**src/rtl/rr_grant_arbiter4.sv**
```systemverilog
// Four-way round-robin arbiter with a bounded hold time per grant.
// Drives a registered one-hot select, decoded from a registered grant index.
module rr_grant_arbiter4 #(
  parameter int unsigned MAX_HOLD = 8,
  parameter int unsigned CNT_W    = 4
) (
  input  logic       i_clk,
  input  logic       i_rst,
  input  logic [3:0] i_req,
  output logic [3:0] o_grant,
  output logic [1:0] o_grant_idx,
  output logic       o_grant_valid,
  output logic       o_hold_expired
);

  localparam int unsigned REQ_W = 4;
  localparam int unsigned IDX_W = 2;

  localparam logic [0:0] S_IDLE  = 1'b0;
  localparam logic [0:0] S_GRANT = 1'b1;

  // Last legal count value; a grantee still requesting here loses the grant.
  localparam logic [CNT_W-1:0] HOLD_LAST = CNT_W'(MAX_HOLD - 1);

  logic [0:0]       r_state;
  logic [IDX_W-1:0] r_grant_idx;
  logic [IDX_W-1:0] r_ptr;
  logic [CNT_W-1:0] r_hold_cnt;
  logic             r_hold_expired;
  logic             r_grant_valid;
  logic [REQ_W-1:0] r_grant;

  logic [REQ_W-1:0] w_req_rot;
  logic [IDX_W-1:0] w_win_off;
  logic [IDX_W-1:0] w_win_idx;
  logic             w_win_any;
  logic             w_own_req;
  logic             w_load;

  logic [0:0]       w_state_nxt;
  logic [IDX_W-1:0] w_idx_nxt;
  logic [IDX_W-1:0] w_ptr_nxt;
  logic [CNT_W-1:0] w_cnt_nxt;
  logic             w_exp_nxt;
  logic             w_valid_nxt;
  logic [REQ_W-1:0] w_grant_nxt;

  // Rotate requests so bit 0 is the requester at the priority pointer.
  always_comb begin
    w_req_rot = i_req;
    case (r_ptr)
      2'd0:    w_req_rot = i_req;
      2'd1:    w_req_rot = {i_req[0],   i_req[3:1]};
      2'd2:    w_req_rot = {i_req[1:0], i_req[3:2]};
      2'd3:    w_req_rot = {i_req[2:0], i_req[3]};
      default: w_req_rot = i_req;
    endcase
  end

  // Lowest set bit of the rotated vector is the winner's offset from ptr.
  always_comb begin
    w_win_off = 2'd0;
    casez (w_req_rot)
      4'b???1: w_win_off = 2'd0;
      4'b??10: w_win_off = 2'd1;
      4'b?100: w_win_off = 2'd2;
      4'b1000: w_win_off = 2'd3;
      default: w_win_off = 2'd0;
    endcase
  end

  assign w_win_any = |i_req;
  assign w_win_idx = r_ptr + w_win_off;
  assign w_own_req = i_req[r_grant_idx];

  // Next-state and next-output logic.
  always_comb begin
    w_state_nxt = r_state;
    w_idx_nxt   = r_grant_idx;
    w_ptr_nxt   = r_ptr;
    w_cnt_nxt   = r_hold_cnt;
    w_exp_nxt   = 1'b0;
    w_load      = 1'b0;

    case (r_state)
      S_IDLE: begin
        if (w_win_any) begin
          w_load = 1'b1;
        end
      end
      S_GRANT: begin
        if (w_own_req) begin
          if (r_hold_cnt < HOLD_LAST) begin
            w_cnt_nxt = r_hold_cnt + CNT_W'(1);
          end else begin
            w_exp_nxt = 1'b1;
            w_load    = 1'b1;
          end
        end else if (w_win_any) begin
          w_load = 1'b1;
        end else begin
          w_state_nxt = S_IDLE;
          w_cnt_nxt   = '0;
        end
      end
      default: begin
        w_state_nxt = S_IDLE;
        w_cnt_nxt   = '0;
      end
    endcase

    // Any new selection (fresh, hand-off or post-expiry) advances the pointer.
    if (w_load) begin
      w_state_nxt = S_GRANT;
      w_idx_nxt   = w_win_idx;
      w_ptr_nxt   = w_win_idx + IDX_W'(1);
      w_cnt_nxt   = '0;
    end

    w_valid_nxt = (w_state_nxt == S_GRANT);
    w_grant_nxt = w_valid_nxt ? (REQ_W'(1) << w_idx_nxt) : '0;
  end

  always_ff @(posedge i_clk) begin
    if (i_rst) begin
      r_state        <= S_IDLE;
      r_grant_idx    <= '0;
      r_ptr          <= '0;
      r_hold_cnt     <= '0;
      r_hold_expired <= 1'b0;
      r_grant_valid  <= 1'b0;
      r_grant        <= '0;
    end else begin
      r_state        <= w_state_nxt;
      r_grant_idx    <= w_idx_nxt;
      r_ptr          <= w_ptr_nxt;
      r_hold_cnt     <= w_cnt_nxt;
      r_hold_expired <= w_exp_nxt;
      r_grant_valid  <= w_valid_nxt;
      r_grant        <= w_grant_nxt;
    end
  end

  assign o_grant        = r_grant;
  assign o_grant_idx    = r_grant_idx;
  assign o_grant_valid  = r_grant_valid;
  assign o_hold_expired = r_hold_expired;

endmodule

```
**config.mk**
```make
export PLATFORM = sky130hd
export DESIGN_NAME = rr_grant_arbiter4
export DESIGN_NICKNAME = d
export VERILOG_FILES = /design/src/rtl/rr_grant_arbiter4.sv
export SDC_FILE = /design/constraint.sdc
export NUM_CORES = 1
export LEC_CHECK = 0
export CAP_MARGIN = 20
export CORE_MARGIN = 2
export CORE_UTILIZATION = 55
export CTS_CLUSTER_SIZE = 25
export DETAILED_ROUTE_END_ITERATION = 10
export GPL_TIMING_DRIVEN = 1
export PLACE_DENSITY = 0.81
export REMOVE_ABC_BUFFERS = 1
export SLEW_MARGIN = 5
export SYNTH_ARGS = -nofsm -noshare
export SYNTH_HDL_FRONTEND = slang
export SYNTH_SLANG_ARGS = --single-unit
```
**constraint.sdc**
```tcl
create_clock -name i_clk -period 7.7 [get_ports i_clk]
set_input_delay 1.155 -clock i_clk [delete_from_list [all_inputs] [get_ports i_clk]]
set_output_delay 1.155 -clock i_clk [all_outputs]
set_load 0.03 [all_outputs]
```
==> summary.txt, run 1 <==
Run status
  – Status: finished clean

Pwr
  – Pwr dens: between 300 and 400 nW/um^2
  – Leakage Power: between 0.3 and 0.4 nW
  – Worst IR Drop VDD: between 0.15 and 0.2 mV

Route
  – Remaining DRCs: 0
  – Vias per cell: 6.21
  – Wire length per cell: ~14 um
  – Routed wire length: around 1900 um
  – Vias: 832
  – Final ANT Viol Nets: 0
  – Initial DRC count: 42
  – 1st-pass router iterations: 4

Clock tree
  – Clock H-tree levels: 1
  – Sink Count: 14
  – CTS root buffer: clkbuf_4
  – Total CTS buffers: 3
  – CTS Buffer Depth: 2
  – # hold bufs at CTS: 0
  – CTS resizes: 0
  – Postcts setup bufs: 0
  – Worst skew pair latency: 0.28 ns
  – Reg clk slew, reported paths: ~0.090 ns
  – CTS tree: built

Worst setup path
  – RR Startpoint: r_ptr[0]$_SDFFE_PP0N_
  – Crit Path Category: input port to flop
  – Crit path max fanout: 8
  – Flop2flop setup slack: approximately 5.1 ns
  – Crit path capture type: flop
  – Critical path data arrival time: around 3.9 ns
  – WP data required: just under 8 ns
  – Reg2reg path depth: 8
  – CP startpoint kind: input port
  – RR Endpoint: r_ptr[1]$_SDFFE_PP0N_

Timing
  – Max_slew headroom: between 30% and 40%
  – Actual slew at the worst max-slew pin: approximately 0.95 ns
  – Total Neg Setup Slack: 0 ns
  – Final worst hold slack: roughly 0.49 ns
  – Final Max Slew Viols: 0
  – Unrepaired setup endpoints after global routing: no
  – Final hold violations: 0
  – Fin crit share: between 40 and 50%
  – Min cycle time layout: 3.68 ns
  – Skew final: 0.00477 ns
  – Final setup viols: 0
  – Max Freq: between 0.2 and 0.3 GHz

Yosys
  – Sequential area share after synthesis: ~29%
  – Asr flop ratio synth: 0%
  – Synth cell types: 46
  – Post-synth top flop: dfxtp_1
  – Mapped Area: ~970 um^2
  – Post-synthesis register bit count: 14
  – Synth warn: 0
  – EDFF count, synth: 0
  – Post-Syn Instances: between 100 and 150
  – Average cell area after synthesis: ~9 um^2

Die
  – Initial Util: 57.3%
  – Row Count: 15
  – # IOs: 14
  – Die area: 2110 um^2
  – Die height: approximately 46 um
  – DIE WIDTH: between 40 and 50 um
  – Core ar.: ~1700 um^2

Placement
  – Quantity of I/O buffers inserted on ports: 13
  – DPL Wire Length: about 1400 um
  – Final GP Congestion: around 0.76

Layout
  – Multi-input combinational cell area: about 610 um^2
  – # diodes: 0
  – Nets: 126
  – Layout area overhead: 12.0%
  – Ratio of cells with drive above 1 in the final layout: 14.5%
  – Seq. cell area: 280 um^2
  – Fillers: around 150

Min path
  – Hold crit path type: flop to flop
  – Min-Delay Path Depth: 2
  – Hold Path End: r_hold_cnt[3]$_SDFFE_PP0P_
  – Hold Startpoint: r_hold_cnt[3]$_SDFFE_PP0P_

Global routing
  – Largest net degree at the start of global routing: 14
  – Grt total ovfl: 0
  – Global-route wire length before repair: a little over 3000 um
  – GRT Resource Usage Total: between 20% and 30%
  – Number of global-route vias before repair: 703
  – Antenna violations before repair: 0

Run
  – Max Cap Violations: 0
[power breakdown]
| part | switching [W] | leakage [nW] | internal [W] |
|---|---|---|---|
| Sequential | 0.0000280 | 0.115 | 0.0000931 |
| Combinational | 0.000125 | 0.257 | 0.000101 |
| Clock | 0.0000252 | 0.0210 | 0.0000288 |
| Total | 0.000178 | 0.392 | 0.000223 |
[cells in the final DEF, fill, tap and decap left out, drive strengths merged, types with 3 or more instances in the layout]
master         count
nor2              17
nand3              5
a21oi              5
a211oi             4
o22ai              3
mux2i              3
dfxtp             14
nand2b             4
nand2              8
o2111ai            3
clkbuf             4
clkdlybuf4s50     13
[routing by layer]
metal	track usage [%]	vias to the layer above	part of all wire, %
met5	0	-	0
met4	5.14	0	0
met3	4.76	0	2.5
met2	35.3	16	54
met1	24.2	398	43
li1	-	418	-
[cell type report]
cell class / instances / share of cell area, %
clock buffers: 4 / 3.34
inverters: 1 / 0.346
multi-input cells: 85 / 56.5
flip-flops and latches: 14 / 25.8
well taps: 17 / 1.96
repair buffers: 13 / 12.0
[logic make-up after synthesis]
family | after synthesis | synth area share [%]
xor+xnor | 2 | 3.75
mux | 3 | 3.10
buf+inv | 9 | 7.75
compound gates | 28 | 23.5
fa+ha+maj | 2 | 2.58
simple gates | 50 | 30.4
flops | 14 | 28.9
[worst max-delay path, cell delays in order]
cell and delay, ns:
clkdlybuf4s50_1 0.71, nor2_1 0.11, or4_2 0.54, o2111ai_1 0.12
ha_1 0.33, or2_2 0.34, nand2b_1 0.16, a211oi_1 0.24
nor4_1 0.09, o2111ai_1 0.10
[state kept, by name (all words and copies together), names as in the netlist]
register,flops
o_grant,4
o_grant_idx,2
o_grant_valid,1
o_hold_expired,1
r_hold_cnt,4
r_ptr,2
[stage by stage]
step | utilization [%] | std cells | cell area (um^2) | power (W) | setup slack (ns)
after floorplan | - | 100 | 897 | 0.000284 | 4.60
after global placement | 62.1 | 130 | 1050 | 0.000341 | 3.85
after detailed placement | 62.1 | 130 | 1050 | 0.000348 | 3.73
after CTS | 64.2 | 134 | 1080 | 0.000402 | 4.03
after global routing | 64.2 | 134 | 1080 | 0.000429 | 3.88
final | 64.2 | 134 | 1080 | 0.000401 | 4.02
[synthesized netlist by cell type (2+ instances only)]
cell,number,share of area (%)
mux2i_1,3,3.1
ha_1,2,2.6
and2_1,2,1.3
nand2b_1,4,2.6
nor2_1,17,6.6
nor4b_1,2,1.8
nand3_1,5,2.6
o22ai_1,2,1.3
o2111ai_1,3,2.7
buf_6,3,3.5
a41o_1,2,2.1
a211oi_1,3,2.3
o21ai_0,2,1.0
buf_4,2,1.5
nand2_1,7,2.7
dfxtp_1,14,29
a21oi_1,5,2.6
a22oi_1,2,1.5
[how the worst max path moves through the flow]
stage          depth (start not counted)      from                     to
2_1_floorplan                          8  i_req[0]  r_ptr[1]$_SDFFE_PP0N_
3_3_place_gp                          10  i_req[1]  r_ptr[1]$_SDFFE_PP0N_
3_5_place_dp                          10  i_req[1]  r_ptr[1]$_SDFFE_PP0N_
4_1_cts                               10  i_req[1]  r_ptr[1]$_SDFFE_PP0N_
5_1_grt                               10  i_req[1]  r_ptr[1]$_SDFFE_PP0N_
6_report                              10  i_req[1]  r_ptr[1]$_SDFFE_PP0N_
Note: power is estimated with default switching activity, not from simulation.
==> run 2, diff against run 1 <==
- CORE_UTILIZATION: 55 -> 47
- PLACE_DENSITY: 0.81 -> 0.73
- clock period: 7.7 -> 3 ns (I/O delays scaled with it)
==> run 2 against run 1 <==
Effect of this change: critical path depth grew 1; non-clock buffer count up 7; count of clock-buffer cells in the layout unchanged; clock power grew to 2.5 times the previous value; sequential share of layout area fell by 1.5 points; routed wire length grew 14%; design area increased by 6.0%; global-route usage shrank 0.38 points; combinational power rose to 2.9 times the previous value; critical endpoint unchanged; largest power group unchanged; highest routed layer is now met4.
==> summary.txt, run 2 (synthesis gave the netlist of run 1 again) <==
Timing
  – Fin crit share: around nine tenths
  – Actual slew at the worst max-slew pin: 0.476 ns (-0.470 ns)
  – Skew final: 0.00510 ns (+0.000327 ns)
  – Unrepaired setup endpoints after global routing: no
  – Max_slew headroom: 68.1% (+31 points)
  – Final hold violations: 0 (unchanged)
  – Total Neg Setup Slack: 0 ns (unchanged)
  – Min cycle time layout: 2.69 ns
  – Final setup viols: 0 (unchanged)
  – Final worst hold slack: 0.509 ns (+0.0244 ns)
  – Final Max Slew Viols: 0 (unchanged)
  – Max Freq: roughly 0.37 GHz

Min path
  – Hold Path End: r_hold_cnt[3]$_SDFFE_PP0P_
  – Hold crit path type: flop to flop
  – Min-Delay Path Depth: 2 (unchanged)
  – Hold Startpoint: r_hold_cnt[3]$_SDFFE_PP0P_

Worst setup path
  – RR Endpoint: r_ptr[1]$_SDFFE_PP0N_
  – Slowest Stage Delay on Critical Path: 0.54 ns (-0.17 ns)
  – Slowest CP cell: or4_2
  – Flop2flop setup slack: 0.59 ns (-4.55 ns)
  – WP data required: 3.19 ns (-4.71 ns)
  – Crit Path Category: input port to flop
  – Crit path capture type: flop
  – Reg2reg path depth: 9 (+1)
  – Crit path top cell by count: o2111ai_1
  – CP bufs+invs: 3 (+2)
  – Critical path data arrival time: 2.88 ns (-1.00 ns)
  – Critical path cell sequence: clkdlybuf4s50_1 > nor2_1 > or4_2 > o2111ai_1 > ha_1 > buf_4 > inv_1 > nand2_1 > a221oi_1 > nor4_1 > o2111ai_1
  – WP depth: 11 (+1)
  – CP startpoint kind: input port
  – RR Startpoint: r_ptr[0]$_SDFFE_PP0N_
  – Kind of cell adding the most delay to the critical path: buffers and inverters
  – Crit path max fanout: 6 (-2)

Route
  – Vias per cell: 5.81 (-6.5%)
  – Vias: 877 (+5.4%)
  – Wire length per cell: 14.2 um (+1.2%)
  – 1st-pass router iterations: 4 (unchanged)
  – Initial DRC count: 22 (-48%)
  – Final ANT Viol Nets: 0 (unchanged)
  – Routed wire length: 2140 um (+14%)
  – Remaining DRCs: 0 (unchanged)

Global routing
  – Number of global-route vias before repair: 846 (+20%)
  – Global-route wire length before repair: 3720 um (+21%)
  – Antenna violations before repair: 0 (unchanged)
  – GR Layer Usage met2: 34.9% (-0.37 points)
  – Grt total ovfl: 0 (unchanged)
  – GR peak layer: met2
  – Grt met3 use: 5.52% (+0.76 points)
  – Largest net degree at the start of global routing: 14 (unchanged)
  – GR Layer Usage met1: 23.6% (-0.58 points)
  – GRT Resource Usage Total: 19.7% (-0.38 points)

Pwr
  – Pwr dens: 938 nW/um^2 (+150%)
  – Leakage Power: 0.426 nW (+8.6%)
  – Tot Pwr: 0.00108 W (+170%)
  – Worst IR Drop VDD: 0.569 mV (+210%)

Layout
  – Layout area overhead: 18.7%
  – # diodes: 0 (unchanged)
  – Most frequent cells in the layout: 17 x nor2_1, 14 x dfxtp_1, 13 x clkdlybuf4s50_1
  – Ratio of cells with drive above 1 in the final layout: 19.4% (+4.8 points)
  – Layout Cells excl Fill: 151 (+13%)
  – Commonest non-fill, non-tap cell in the layout: nor2_1
  – Nets: 133 (+5.6%)
  – Post-route cell area: 1150 um^2 (+6.0%)

Placement
  – Placed insts: 147 (+13%)
  – DPL Wire Length: 1590 um (+13%)
  – Quantity of I/O buffers inserted on ports: 13 (unchanged)
  – Placed cell area: 1110 um^2 (+6.2%)
  – Final GP Congestion: 0.701 (-7.5%)

Die
  – Initial Util: 49.4% (-8.0 points)
  – Core ar.: 1960 um^2 (+16%)
  – DIE WIDTH: 49.4 um (+7.5%)
  – Row Count: 16 (+1)
  – Die area: 2440 um^2 (+15%)
  – # IOs: 14 (unchanged)
  – Die height: 49.4 um (+7.5%)

Run status
  – Status: finished clean

Clock tree
  – Reg clk slew, reported paths: 0.09 ns (about the same)
  – Sink Count: 14 (unchanged)
  – Worst skew pair latency: 0.28 ns (about the same)
  – CTS root buffer: clkbuf_4
  – Total CTS buffers: 3 (unchanged)
  – CTS resizes: 0 (unchanged)
  – Clock H-tree levels: 1 (unchanged)
  – Postcts setup bufs: 0 (unchanged)
  – CTS Buffer Depth: 2 (unchanged)
  – # hold bufs at CTS: 0 (unchanged)
  – CTS tree: built

Run
  – Max Cap Violations: 0 (unchanged)
run 2: cell count changes in the layout (fill, tap and decap cells not counted), sizes merged:
cell	delta
buf	+7
run 2: through the flow:
stage / worst slack (ns) / utilization [%]
2_1_floorplan: 0.607 / -
3_3_place_gp: 0.197 / 56.8
3_5_place_dp: 0.0297 / 56.8
4_1_cts: 0.321 / 58.6
5_1_grt: 0.226 / 58.6
6_report: 0.311 / 58.6
run 2: cell type report:
class | count | area (um^2)
clock buffers | 4 | 36.3
fillers | 190 | 812
flip-flops and latches | 14 | 280
repair buffers | 20 | 183
well taps | 27 | 33.8
multi-input cells | 85 | 613
inverters | 1 | 3.75
run 2: power breakdown:
| part | switching [W] | leakage (nW) | internal (W) |
|---|---|---|---|
| Clock | 0.0000615 | 0.0210 | 0.0000738 |
| Combinational | 0.000354 | 0.290 | 0.000291 |
| Sequential | 0.0000585 | 0.115 | 0.000239 |
| Total | 0.000474 | 0.426 | 0.000604 |
run 2: worst max-delay path by stage:
stage                     slack [ns]                    end      from
after floorplan                 0.61  r_ptr[1]$_SDFFE_PP0N_  i_req[0]
after global placement          0.20  r_ptr[1]$_SDFFE_PP0N_  i_req[3]
after detailed placement        0.03  r_ptr[1]$_SDFFE_PP0N_  i_req[1]
after CTS                       0.32  r_ptr[1]$_SDFFE_PP0N_  i_req[1]
after global routing            0.23  r_ptr[1]$_SDFFE_PP0N_  i_req[1]
final                           0.31  r_ptr[1]$_SDFFE_PP0N_  i_req[1]
run 2: worst register-to-register path, cell delays in order, from the launching register on:
cell and delay (ns):
dfxtp_1 0.33, or4_2 0.66, o2111ai_1 0.12, ha_1 0.29, buf_4 0.17, inv_1 0.14
nand2_1 0.07, a221oi_1 0.32, nor4_1 0.09, o2111ai_1 0.13
run 2: routing by layer:
metal,wire length (um),share of wire (%)
met2,1120,52
met5,0,0
met4,20,0.93
met1,915,43
met3,83,3.9
